<file path="src/rtl/elevator_request_latch.sv">
// Button-press capture for the elevator controller: latches hall/car calls and clears them when served.
// Optional per-bit input debounce filter enabled by defining DEBOUNCE_EN.
module elevator_request_latch #(
   parameter int NUM_FLOORS = 4,
   parameter int DB_CYCLES  = 3
) (
   input  logic                  clk,
   input  logic                  reset_n,
   input  logic [NUM_FLOORS-2:0] raw_up,
   input  logic [NUM_FLOORS-2:0] raw_down,
   input  logic [NUM_FLOORS-1:0] raw_in,
   input  logic [2:0]            position,
   input  logic                  open,
   input  logic [1:0]            direction,
   output logic [NUM_FLOORS-2:0] req_up,
   output logic [NUM_FLOORS-2:0] req_down,
   output logic [NUM_FLOORS-1:0] req_in,
   output logic                  req_any,
   output logic                  req_above,
   output logic                  req_below
);

   localparam int NH = NUM_FLOORS - 1;
   localparam int NB = 2 * NH + NUM_FLOORS;

   logic [NB-1:0]         raw_all;
   logic [NB-1:0]         flt_all;
   logic [NB-1:0]         flt_q;
   logic [NB-1:0]         press_all;
   logic                  armed;
   logic                  serve;
   logic [2:0]            srv_floor;
   logic [NH-1:0]         clr_up;
   logic [NH-1:0]         clr_dn;
   logic [NUM_FLOORS-1:0] clr_in;
   logic [NUM_FLOORS-1:0] pend;

   assign raw_all = {raw_in, raw_down, raw_up};

`ifdef DEBOUNCE_EN
   localparam int CW = $clog2(DB_CYCLES + 1);
   localparam logic [CW-1:0] DB_MAX = CW'(DB_CYCLES);
   localparam logic [CW-1:0] DB_ARM = CW'(DB_CYCLES - 1);

   logic [CW-1:0] db_cnt [NB];

   always_ff @(posedge clk) begin
      for (int i = 0; i < NB; i++) begin
         if (!reset_n || !raw_all[i])
            db_cnt[i] <= '0;
         else if (db_cnt[i] != DB_MAX)
            db_cnt[i] <= db_cnt[i] + CW'(1);
      end
   end

   // Current sample counts toward the run, so the bit is accepted on the DB_CYCLES-th high sample.
   always_comb begin
      flt_all = '0;
      for (int i = 0; i < NB; i++)
         flt_all[i] = raw_all[i] && (db_cnt[i] >= DB_ARM);
   end
`else
   assign flt_all = raw_all;
`endif

   // armed stays low for the first edge out of reset so a held button only loads history.
   always_ff @(posedge clk) begin
      if (!reset_n) begin
         flt_q <= '0;
         armed <= 1'b0;
      end else begin
         flt_q <= flt_all;
         armed <= 1'b1;
      end
   end

   assign press_all = flt_all & ~flt_q & {NB{armed}};
   assign serve     = open & ~position[0];
   assign srv_floor = position >> 1;

   always_comb begin
      clr_up = '0;
      clr_dn = '0;
      clr_in = '0;
      if (serve) begin
         for (int f = 0; f < NUM_FLOORS; f++)
            if (int'(srv_floor) == f) clr_in[f] = 1'b1;
         for (int f = 0; f < NH; f++) begin
            if (int'(srv_floor) == f && direction != 2'b10)     clr_up[f] = 1'b1;
            if (int'(srv_floor) == f + 1 && direction != 2'b01) clr_dn[f] = 1'b1;
         end
      end
   end

   // Clear is applied after set so a press at the floor being served is dropped.
   always_ff @(posedge clk) begin
      if (!reset_n) begin
         req_up   <= '0;
         req_down <= '0;
         req_in   <= '0;
      end else begin
         req_up   <= (req_up   | press_all[NH-1:0])      & ~clr_up;
         req_down <= (req_down | press_all[2*NH-1:NH])   & ~clr_dn;
         req_in   <= (req_in   | press_all[NB-1:2*NH])   & ~clr_in;
      end
   end

   assign pend    = req_in | {1'b0, req_up} | {req_down, 1'b0};
   assign req_any = |pend;

   always_comb begin
      req_above = 1'b0;
      req_below = 1'b0;
      for (int f = 0; f < NUM_FLOORS; f++) begin
         if (pend[f] && (2 * f > int'(position))) req_above = 1'b1;
         if (pend[f] && (2 * f < int'(position))) req_below = 1'b1;
      end
   end

endmodule

</file>
<file path="config.mk">
export PLATFORM = sky130hd
export DESIGN_NAME = elevator_request_latch
export DESIGN_NICKNAME = d
export VERILOG_FILES = /design/src/rtl/elevator_request_latch.sv
export SDC_FILE = /design/constraint.sdc
export NUM_CORES = 1
export LEC_CHECK = 0
export ABC_AREA = 1
export BUFFER_PORTS_ARGS = -buffer_cell sky130_fd_sc_hd__clkbuf_2
export CORE_ASPECT_RATIO = 0.9
export CORE_MARGIN = 5
export CORE_UTILIZATION = 43
export DETAILED_ROUTE_END_ITERATION = 7
export PLACE_DENSITY = 0.8
export SYNTH_ARGS = -nofsm -noshare
export SYNTH_HDL_FRONTEND = slang
export SYNTH_SLANG_ARGS = --single-unit
</file>
<file path="constraint.sdc">
create_clock -name clk -period 0.8 [get_ports clk]
set_input_delay 0.16 -clock clk [delete_from_list [all_inputs] [get_ports clk]]
set_output_delay 0.16 -clock clk [all_outputs]
set_load 0.02 [all_outputs]
</file>
==> results of run 1 <==
[placed cells by master (no fill, tap or decap), types with 3 or more instances in the layout]
master / synthesis / routed
nand3b_1: 10 / 10
buf_4: 2 / 11
o21ai_0: 4 / 3
buf_8: 0 / 8
a21oi_2: 0 / 3
nand2_2: 1 / 6
clkbuf_2: 1 / 17
inv_4: 0 / 5
inv_2: 0 / 4
dfxtp_2: 0 / 5
buf_6: 0 / 10
clkbuf_4: 0 / 3
nor2_1: 18 / 16
dfxtp_1: 21 / 10
nand2_1: 39 / 33
inv_1: 28 / 19
dfxtp_4: 0 / 6
[synthesized netlist by cell type (all sizes together)]
library cell | number | share of area
buf | 2 | 0.016
nor2 | 18 | 0.074
dfxtp | 21 | 0.46
a21o | 1 | 0.0096
a21oi | 5 | 0.027
clkbuf | 1 | 0.0055
inv | 28 | 0.11
nand4 | 2 | 0.014
nand3b | 10 | 0.082
o21ai | 4 | 0.022
nand3 | 2 | 0.011
nand2 | 40 | 0.17
[where the power goes]
part / internal [mW] / leakage, nW / switching, mW
sequential: 1.11 / 0.180 / 0.0414
combinational: 0.358 / 0.599 / 0.358
clock: 0.194 / 0.0150 / 0.302
[cells by family after synthesis]
kind of cell           synth area share
buffers and inverters             0.136
DFF                               0.458
and+or+nand+nor                   0.347
AOI/OAI and AO/OA                0.0587
[through the flow]
step	instance area (sq um)	hold WS (ns)
2_1_floorplan	970	0.188
3_3_place_gp	1230	0.357
3_5_place_dp	1230	0.360
4_1_cts	1420	0.0434
5_1_grt	1490	0.0421
6_report	1490	0.0511
[state kept, by name (all words and copies together), names as in the netlist]
register,count
req_in,4
req_up,3
flt_q,10
req_down,3
armed,1
[final cells by class]
type,instances,area (sq um),share of cell area
timing repair buffer,48,428,0.286
multi-input combinational,82,442,0.296
tap,25,31.3,0.0209
sequential,21,449,0.301
clock buffer,4,26.3,0.0176
inverter,28,118,0.0787
[metal layers]
metal	up-vias	track usage	wire (um)
li1	503	-	-
met1	441	0.187	1090
met2	34	0.301	1220
met3	11	0.0480	180
met4	0	0.109	80
met5	-	0	0
[how the worst max path moves through the flow]
stage,start,slack [ns],to,depth (start not counted)
finish,req_in[3]$_SDFF_PN0_,-0.52,req_above,5
global route,req_in[0]$_SDFF_PN0_,-0.62,req_any,5
CTS,req_down[2]$_SDFF_PN0_,-0.52,req_above,5
detailed placement,position[2],-0.24,req_below,6
global placement,position[2],-0.20,req_below,6
floorplan,req_down[2]$_SDFF_PN0_,-0.15,req_above,4
[critical path, delay by kind of cell, from the launching register on]
family,cells,cell delay [ns]
AOI/OAI and AO/OA,2,0.23
buffers and inverters,2,0.21
DFF,1,0.37
and+or+nand+nor,1,0.06
[timing repair]
item                                    in CTS  in global routing
pin swaps                                    8                 12
resized for setup                           35                 27
buffers inserted                             6                  3
endpoints found under the hold margin        0                  0
endpoints found under the setup margin      19                 22
==> summary.md, run 1 <==
| Metric | Value |
|---|---|
| Hold Path Stages | `3` |
| Initial core utilization | `0.465` |
| Warning count from the yosys run | `0` |
| Max-cap viol count | `0` |
| Core area | `approximately 2000 sq um` |
| Req. time, crit path | `between 0.6 and 0.7 ns` |
| All-Layer GR Usage | `0.173` |
| Syn avg cell area | `between 6 and 7 sq um` |
| Setup CP Type | `reg2out` |
| Latest clock arrival within the worst-skew pair | `0.30 ns` |
| Fin nets | `roughly 200` |
| Startpoint Class | `flip-flop` |
| Slew Viols, Final | `0` |
| Die area | `3160 sq um` |
| Worst-Margin Slew | `roughly 0.29 ns` |
| DRC violation count after routing | `0` |
| Final worst slack | `-0.524 ns` |
| IO buf count | `30` |
| Worst hold path class | `in2reg` |
| ANT nets after route | `0` |
| Setup TNS | `-3.68 ns` |
| Drt total wl | `around 2600 um` |
| CP max-delay cell | `dfxtp_4` |
| Cts hold-fix bufs | `0` |
| R2R depth | `5` |
| H-tree depth | `1` |
| Fmax | `between 700 and 800 MHz` |
| Area Growth Syn to Fin | `62.9%` |
| Synthesized area | `about 900 sq um` |
| Clk sink count | `21` |
| Hold_sp | `raw_up[1]` |
| Failing checks | `setup timing` |
| Final setup skew | `around 0.0014 ns` |
| Detailed Route Iter0 Violations | `10` |
| Core Rows | `15` |
| Cells after Synth | `134` |
| CTS root buf | `clkbuf_4` |
| Critical path data arrival time | `1.16 ns` |
| Vias in the first global route | `between 900 and 1000` |
| Leakage | `0.794 nW` |
| Non-filler instance count after layout | `208` |
| Wire per inst | `roughly 12 um` |
| Max_slew headroom | `0.806` |
| Largest net degree at the start of global routing | `13` |
| RSZ-0062 raised after global routing | `yes` |
| Drt via density | `between 4 and 5` |
| Clock buffer depth | `2` |
| Status | `complete, but fails checks` |
| RR Endpoint | `req_down[0]$_SDFF_PN0_` |
| CP max FO | `3` |
| Slowest stage delay, CP | `0.37 ns` |
| Nature of the critical path endpoint | `output pin` |
| Post-synthesis sequential area ratio | `0.458` |
| DP Worst Slack | `-0.236 ns` |
| CP Cell Sequence | `inv_4, nand2_4, a21oi_2, o21ai_2, clkbuf_8` |
| Share of cells above drive strength 1 | `0.475` |
| Reg2reg start | `req_down[0]$_SDFF_PN0_` |
| Filler Cells Inserted | `roughly 140` |
| Placed cell count | `between 150 and 200` |
| Post-Route Utilization | `0.758` |
| Syn_nets | `roughly 150` |
| Via Count | `about 1000` |
| Library cells used by synthesis | `13` |
| Die height | `about 54 um` |
| Total inserted antenna cells | `0` |
| Final GP Congestion | `~0.84` |
| VDD IR max | `around 1.1 mV` |
| First-pass GRT wire length | `between 4000 and 5000 um` |
| Chip width | `58.7 um` |
| Final Power | `between 2 and 2.5 mW` |
| Min Tclk post-route | `1.32 ns` |
| Hold EP | `flt_q[1]$_SDFF_PN0_` |
| Final Hold Fails | `0` |
| Reg2Reg Setup Slack | `-0.04 ns` |
| Grt total ovfl | `0` |
| Initial antenna violation count | `0` |
| Io pins | `31` |
| Clock transition at path regs | `0.11 ns` |
| First drt pass iteration count | `4` |
| Final setup viols | `17` |
| P per Cell Area | `between 1500 and 2000 nW/um^2` |
| Clock buffer count from CTS | `3` |
| Yosys reg bits | `21` |
| DP Wirelength | `approximately 1800 um` |
| Final cycle utilization of the critical path | `1.65` |
| CTS tree | `done` |
Note: power is estimated with default switching activity, not from simulation.
==> run 2: changes to the inputs <==
--- a/config.mk
+++ b/config.mk
@@ -9,9 +9,10 @@
 export BUFFER_PORTS_ARGS = -buffer_cell sky130_fd_sc_hd__clkbuf_2
 export CORE_ASPECT_RATIO = 0.9
 export CORE_MARGIN = 5
-export CORE_UTILIZATION = 43
+export CORE_UTILIZATION = 46
+export CTS_BUF_LIST = sky130_fd_sc_hd__clkbuf_4 sky130_fd_sc_hd__clkbuf_8
 export DETAILED_ROUTE_END_ITERATION = 7
-export PLACE_DENSITY = 0.8
+export PLACE_DENSITY = 0.84
 export SYNTH_ARGS = -nofsm -noshare
 export SYNTH_HDL_FRONTEND = slang
 export SYNTH_SLANG_ARGS = --single-unit
==> summary.md, run 2 (synthesis results as in run 1) <==
| Metric | Value |
|---|---|
| Status | `complete, but fails checks` |
| Failing checks | `setup timing` |
| Setup CP Type | `reg2out` |
| Nature of the critical path endpoint | `output pin` |
| Chip width | `roughly 57 um` |
| IO buf count | `30` |
| Largest regs | `flt_q (10), req_in (4)` |
| Core Rows | `15` |
| Initial antenna violation count | `0` |
| Clock buffer depth | `2` |
| Non-filler instance count after layout | `roughly 210` |
| Commonest non-fill, non-tap cell in the layout | `nand2_1` |
| RSZ-0062 raised after global routing | `yes` |
| Drt via density | `around 4.7` |
| Die height | `approximately 52 um` |
| Fin nets | `between 200 and 250` |
| Final setup skew | `between 0.008 and 0.009 ns` |
| Leakage | `roughly 0.82 nW` |
| First drt pass iteration count | `4` |
| Slew Viols, Final | `0` |
| Die area | `2990 sq um` |
| Clock transition at path regs | `between 0.1 and 0.15 ns` |
| Placed cell count | `approximately 200` |
| Detailed Route Iter0 Violations | `32` |
| Core area | `approximately 1900 sq um` |
| Final Hold Fails | `0` |
| Total inserted antenna cells | `0` |
| Final setup viols | `18` |
| Grt total ovfl | `0` |
| Final GP Congestion | `0.948` |
| H-tree depth | `1` |
| ANT nets after route | `0` |
| Share of cells above drive strength 1 | `0.516` |
| VDD IR max | `1.14 mV` |
| Io pins | `31` |
| CTS root buf | `clkbuf_4` |
| Wire per inst | `around 13 um` |
| Vias in the first global route | `962` |
| Req. time, crit path | `~0.64 ns` |
| Worst Hold Slack | `~0.042 ns` |
| Via Count | `990` |
| Worst-Margin Slew | `between 0.3 and 0.4 ns` |
| P per Cell Area | `between 1500 and 2000 nW/um^2` |
| Startpoint Class | `flip-flop` |
| Top reg by flops | `flt_q` |
| Clock buffer count from CTS | `3` |
| CP max FO | `3` |
| Clk sink count | `21` |
| DRC violation count after routing | `0` |
| Max-cap viol count | `0` |
| Final worst slack | `-0.540 ns` |
| Max_slew headroom | `0.786` |
| Initial core utilization | `0.479` |
| DP Wirelength | `~1800 um` |
| All-Layer GR Usage | `0.171` |
| Latest clock arrival within the worst-skew pair | `roughly 0.3 ns` |
| Critical path data arrival time | `approximately 1.2 ns` |
| Worst hold path class | `in2reg` |
| Max reg flops | `10` |
| First-pass GRT wire length | `between 3000 and 4000 um` |
| Area Growth Syn to Fin | `69.4%` |
| CTS tree | `done` |
| Final cycle utilization of the critical path | `1.67` |
| Commonest non-fill, non-tap cells in the layout | `nand2_1 (29), inv_1 (18), clkbuf_2 (17)` |
| Drt total wl | `2700 um` |
| Largest net degree at the start of global routing | `17` |
| Fmax | `~750 MHz` |
| Cts hold-fix bufs | `0` |
| Min Tclk post-route | `between 1 and 1.5 ns` |
-- run 2: area by class of cell --
cell class | count | area (sq um)
multi-input combinational | 82 | 455
timing repair buffer | 51 | 465
sequential | 21 | 452
clock buffer | 4 | 30.0
inverter | 28 | 120
fill | 119 | 360
tap | 25 | 31.3
-- run 2: metrics by stage --
step	power [mW]	setup slack [ns]	area, sq um	util	TNS [ns]
2_1_floorplan	1.46	-0.146	970	-	-0.350
3_3_place_gp	1.66	-0.189	1240	0.650	-1.14
3_5_place_dp	1.68	-0.236	1240	0.650	-1.61
4_1_cts	2.33	-0.525	1420	0.743	-3.68
5_1_grt	2.57	-0.613	1550	0.812	-4.93
6_report	2.44	-0.540	1550	0.812	-4.04
-- run 2: what timing repair did --
item	CTS	global route
gates cloned	0	0
pin swaps	10	12
setup buffers	1	8
setup endpoints to repair	23	22
resized for setup	36	38
-- run 2: layer usage --
metal  global-route usage  routed length, um  vias to the layer above
met5                    0                  0                        -
met4               0.0927                 43                        0
met3               0.0172                 83                        4
met2                0.329               1430                       28
met1                0.183               1140                      450
li1                     -                  -                      508
-- run 2: final timing paths --
path                                        startpoint              endpoint  slack [ns]  cells past startpoint
worst max register to register    req_up[1]$_SDFF_PN0_  req_up[1]$_SDFF_PN0_       -0.04                      5
worst max-delay path            req_down[2]$_SDFF_PN0_             req_above       -0.54                      5
worst min-delay path                         raw_up[1]   flt_q[1]$_SDFF_PN0_        0.04                      3
worst min register to register     flt_q[6]$_SDFF_PN0_  req_in[0]$_SDFF_PN0_        0.50                      2
-- run 2: power breakdown --
part / switching (mW) / internal (mW)
combinational: 0.372 / 0.389
sequential: 0.0471 / 1.11
clock: 0.303 / 0.228
-- run 2: critical path: stages, from the launching register on --
cell      delay, ns
dfxtp_4        0.36
inv_4          0.06
nand2_4        0.07
a21oi_2        0.16
o21ai_2        0.09
clkbuf_8       0.15
==> run 3: changes to the inputs <==
--- a/config.mk
+++ b/config.mk
@@ -12,7 +12,8 @@
 export CORE_UTILIZATION = 46
 export CTS_BUF_LIST = sky130_fd_sc_hd__clkbuf_4 sky130_fd_sc_hd__clkbuf_8
 export DETAILED_ROUTE_END_ITERATION = 7
-export PLACE_DENSITY = 0.84
+export PLACE_DENSITY = 0.75
+export REMOVE_ABC_BUFFERS = 1
 export SYNTH_ARGS = -nofsm -noshare
 export SYNTH_HDL_FRONTEND = slang
 export SYNTH_SLANG_ARGS = --single-unit
==> summary.md, run 3 (synthesis results as in run 1) <==
| Metric | Value |
|---|---|
| All-Layer GR Usage | `0.196` |
| Footprint of the multi-input gates | `about 420 sq um` |
| Fmax | `between 700 and 800 MHz` |
| Placed Area | `1200 sq um` |
| IO buf count | `30` |
| Initial core utilization | `0.479` |
| CP endpoint | `req_below` |
| H-tree depth | `1` |
| Largest regs | `flt_q (10), req_in (4)` |
| RSZ-0062 raised after global routing | `yes` |
| Clock transition at path regs | `0.12 ns` |
| Startpoint Class | `flip-flop` |
| Min Tclk post-route | `1.39 ns` |
| Final setup skew | `between 0.001 and 0.0015 ns` |
| P per Cell Area | `approximately 1600 nW/um^2` |
| Core area | `around 1900 sq um` |
| Die height | `between 50 and 60 um` |
| Worst Hold Slack | `0.0205 ns` |
| Critical path origin | `req_in[2]$_SDFF_PN0_` |
| Filler Cells Inserted | `roughly 140` |
| Reg2reg start | `armed$_DFF_P_` |
| Leakage | `~0.79 nW` |
| Post-Route Utilization | `0.766` |
| Final instance area | `1470 sq um` |
| Share of cells above drive strength 1 | `0.464` |
| Grt total ovfl | `0` |
| Commonest non-fill, non-tap cell in the layout | `nand2_1` |
| Commonest non-fill, non-tap cells in the layout | `nand2_1 (34), inv_1 (20), clkbuf_2 (17)` |
| ANT nets after route | `0` |
| Drt via density | `about 4.8` |
| Final setup viols | `18` |
| VDD IR max | `roughly 1.5 mV` |
| Latest clock arrival within the worst-skew pair | `roughly 0.32 ns` |
| Slowest stage delay, CP | `around 0.36 ns` |
| Final Hold Fails | `0` |
| Via Count | `approximately 1000` |
| CTS root buf | `clkbuf_4` |
| Final worst slack | `-0.593 ns` |
| Die area | `roughly 3000 sq um` |
| R2R depth | `5` |
| RR Endpoint | `req_up[1]$_SDFF_PN0_` |
| Top reg by flops | `flt_q` |
| Final GP Congestion | `approximately 0.89` |
| Clock buffer count from CTS | `3` |
| DP Wirelength | `1730 um` |
| Max_slew headroom | `0.833` |
| Total inserted antenna cells | `0` |
| Clock buffer depth | `2` |
| Chip width | `between 50 and 60 um` |
| CP Cell Sequence | `inv_2, nand3_2, nand2_1, nand4_1, clkbuf_8` |
| DRC violation count after routing | `0` |
| Setup TNS | `-4.28 ns` |
| Reg area | `434 sq um` |
| Initial antenna violation count | `0` |
| CP max-delay cell | `dfxtp_2` |
| Critical path data arrival time | `around 1.2 ns` |
| Cts hold-fix bufs | `0` |
| Largest net degree at the start of global routing | `13` |
| Worst-Margin Slew | `between 0.2 and 0.3 ns` |
| CTS tree | `done` |
| Worst hold path class | `in2reg` |
| Vias in the first global route | `roughly 1000` |
| Core Rows | `15` |
| Io pins | `31` |
| Final cycle utilization of the critical path | `1.74` |
| Final Power | `2.40 mW` |
| Drt total wl | `about 2800 um` |
| Nature of the critical path endpoint | `output pin` |
| Setup CP Type | `reg2out` |
| Max-cap viol count | `0` |
| First-pass GRT wire length | `about 4400 um` |
| Clk sink count | `21` |
| Wire per inst | `13.3 um` |
| Area Growth Syn to Fin | `59.9%` |
| Fin nets | `a little over 200` |
| Slew Viols, Final | `0` |
| Reg2Reg Setup Slack | `-0.04 ns` |
| Detailed Route Iter0 Violations | `62` |
| CP max FO | `2` |
| Status | `complete, but fails checks` |
| Max reg flops | `10` |
| Failing checks | `setup timing` |
| First drt pass iteration count | `4` |
| Req. time, crit path | `approximately 0.64 ns` |
-- run 3: cell types whose count changed in the layout (fill, tap and decap cells not counted), moves of 3 or more --
cell,before,now
buf_4,11,8
dfxtp_2,4,11
dfxtp_4,7,0
inv_2,4,8
inv_4,6,0
nand2_1,29,34
nand2_2,10,5
-- run 3: stage by stage --
stage	std cells	setup slack [ns]
2_1_floorplan	131	-0.502
3_3_place_gp	202	-0.267
3_5_place_dp	202	-0.293
4_1_cts	209	-0.546
5_1_grt	208	-0.631
6_report	208	-0.593
-- run 3: power by group --
part | switching [mW] | internal, mW
logic | 0.356 | 0.352
clock network | 0.353 | 0.188
registers | 0.0396 | 1.12
-- run 3: what timing repair did --
action / in CTS / in global routing
endpoints found under the setup margin: 18 / 23
setup buffers: 4 / 3
gates resized for setup: 60 / 24
pin swaps: 13 / 17
-- run 3: worst min path at each step --
| stage | startpoint | end | slack [ns] | cells after the start |
|---|---|---|---|---|
| final | raw_up[2] | flt_q[2]$_SDFF_PN0_ | 0.02 | 3 |
| after detailed placement | raw_up[2] | flt_q[2]$_SDFF_PN0_ | 0.36 | 3 |
| after CTS | raw_up[2] | flt_q[2]$_SDFF_PN0_ | 0.03 | 3 |
| after global placement | raw_down[0] | flt_q[3]$_SDFF_PN0_ | 0.36 | 3 |
| after global routing | raw_up[1] | flt_q[1]$_SDFF_PN0_ | 0.03 | 3 |
| after floorplan | reset_n | armed$_DFF_P_ | 0.19 | 0 |
-- run 3: critical path, delay by kind of cell (launching register included) --
kind / cells / cell delay (ns)
flip-flops: 1 / 0.36
AND/OR/NAND/NOR: 3 / 0.30
buffers and inverters: 2 / 0.25
-- run 3: metal layers --
| metal | wire length, um | track usage |
|---|---|---|
| met1 | 1110 | 0.210 |
| met2 | 1360 | 0.359 |
| met3 | 193 | 0.0591 |
| met4 | 97 | 0.0811 |
| met5 | 0 | 0 |
-- run 3: area by class of cell --
cell class | instances | share of cell area
timing repair buffer | 48 | 0.305
clock buffer | 3 | 0.0154
multi-input combinational | 82 | 0.288
tap | 25 | 0.0213
inverter | 28 | 0.0717
sequential | 21 | 0.296
clock inverter | 1 | 0.00341
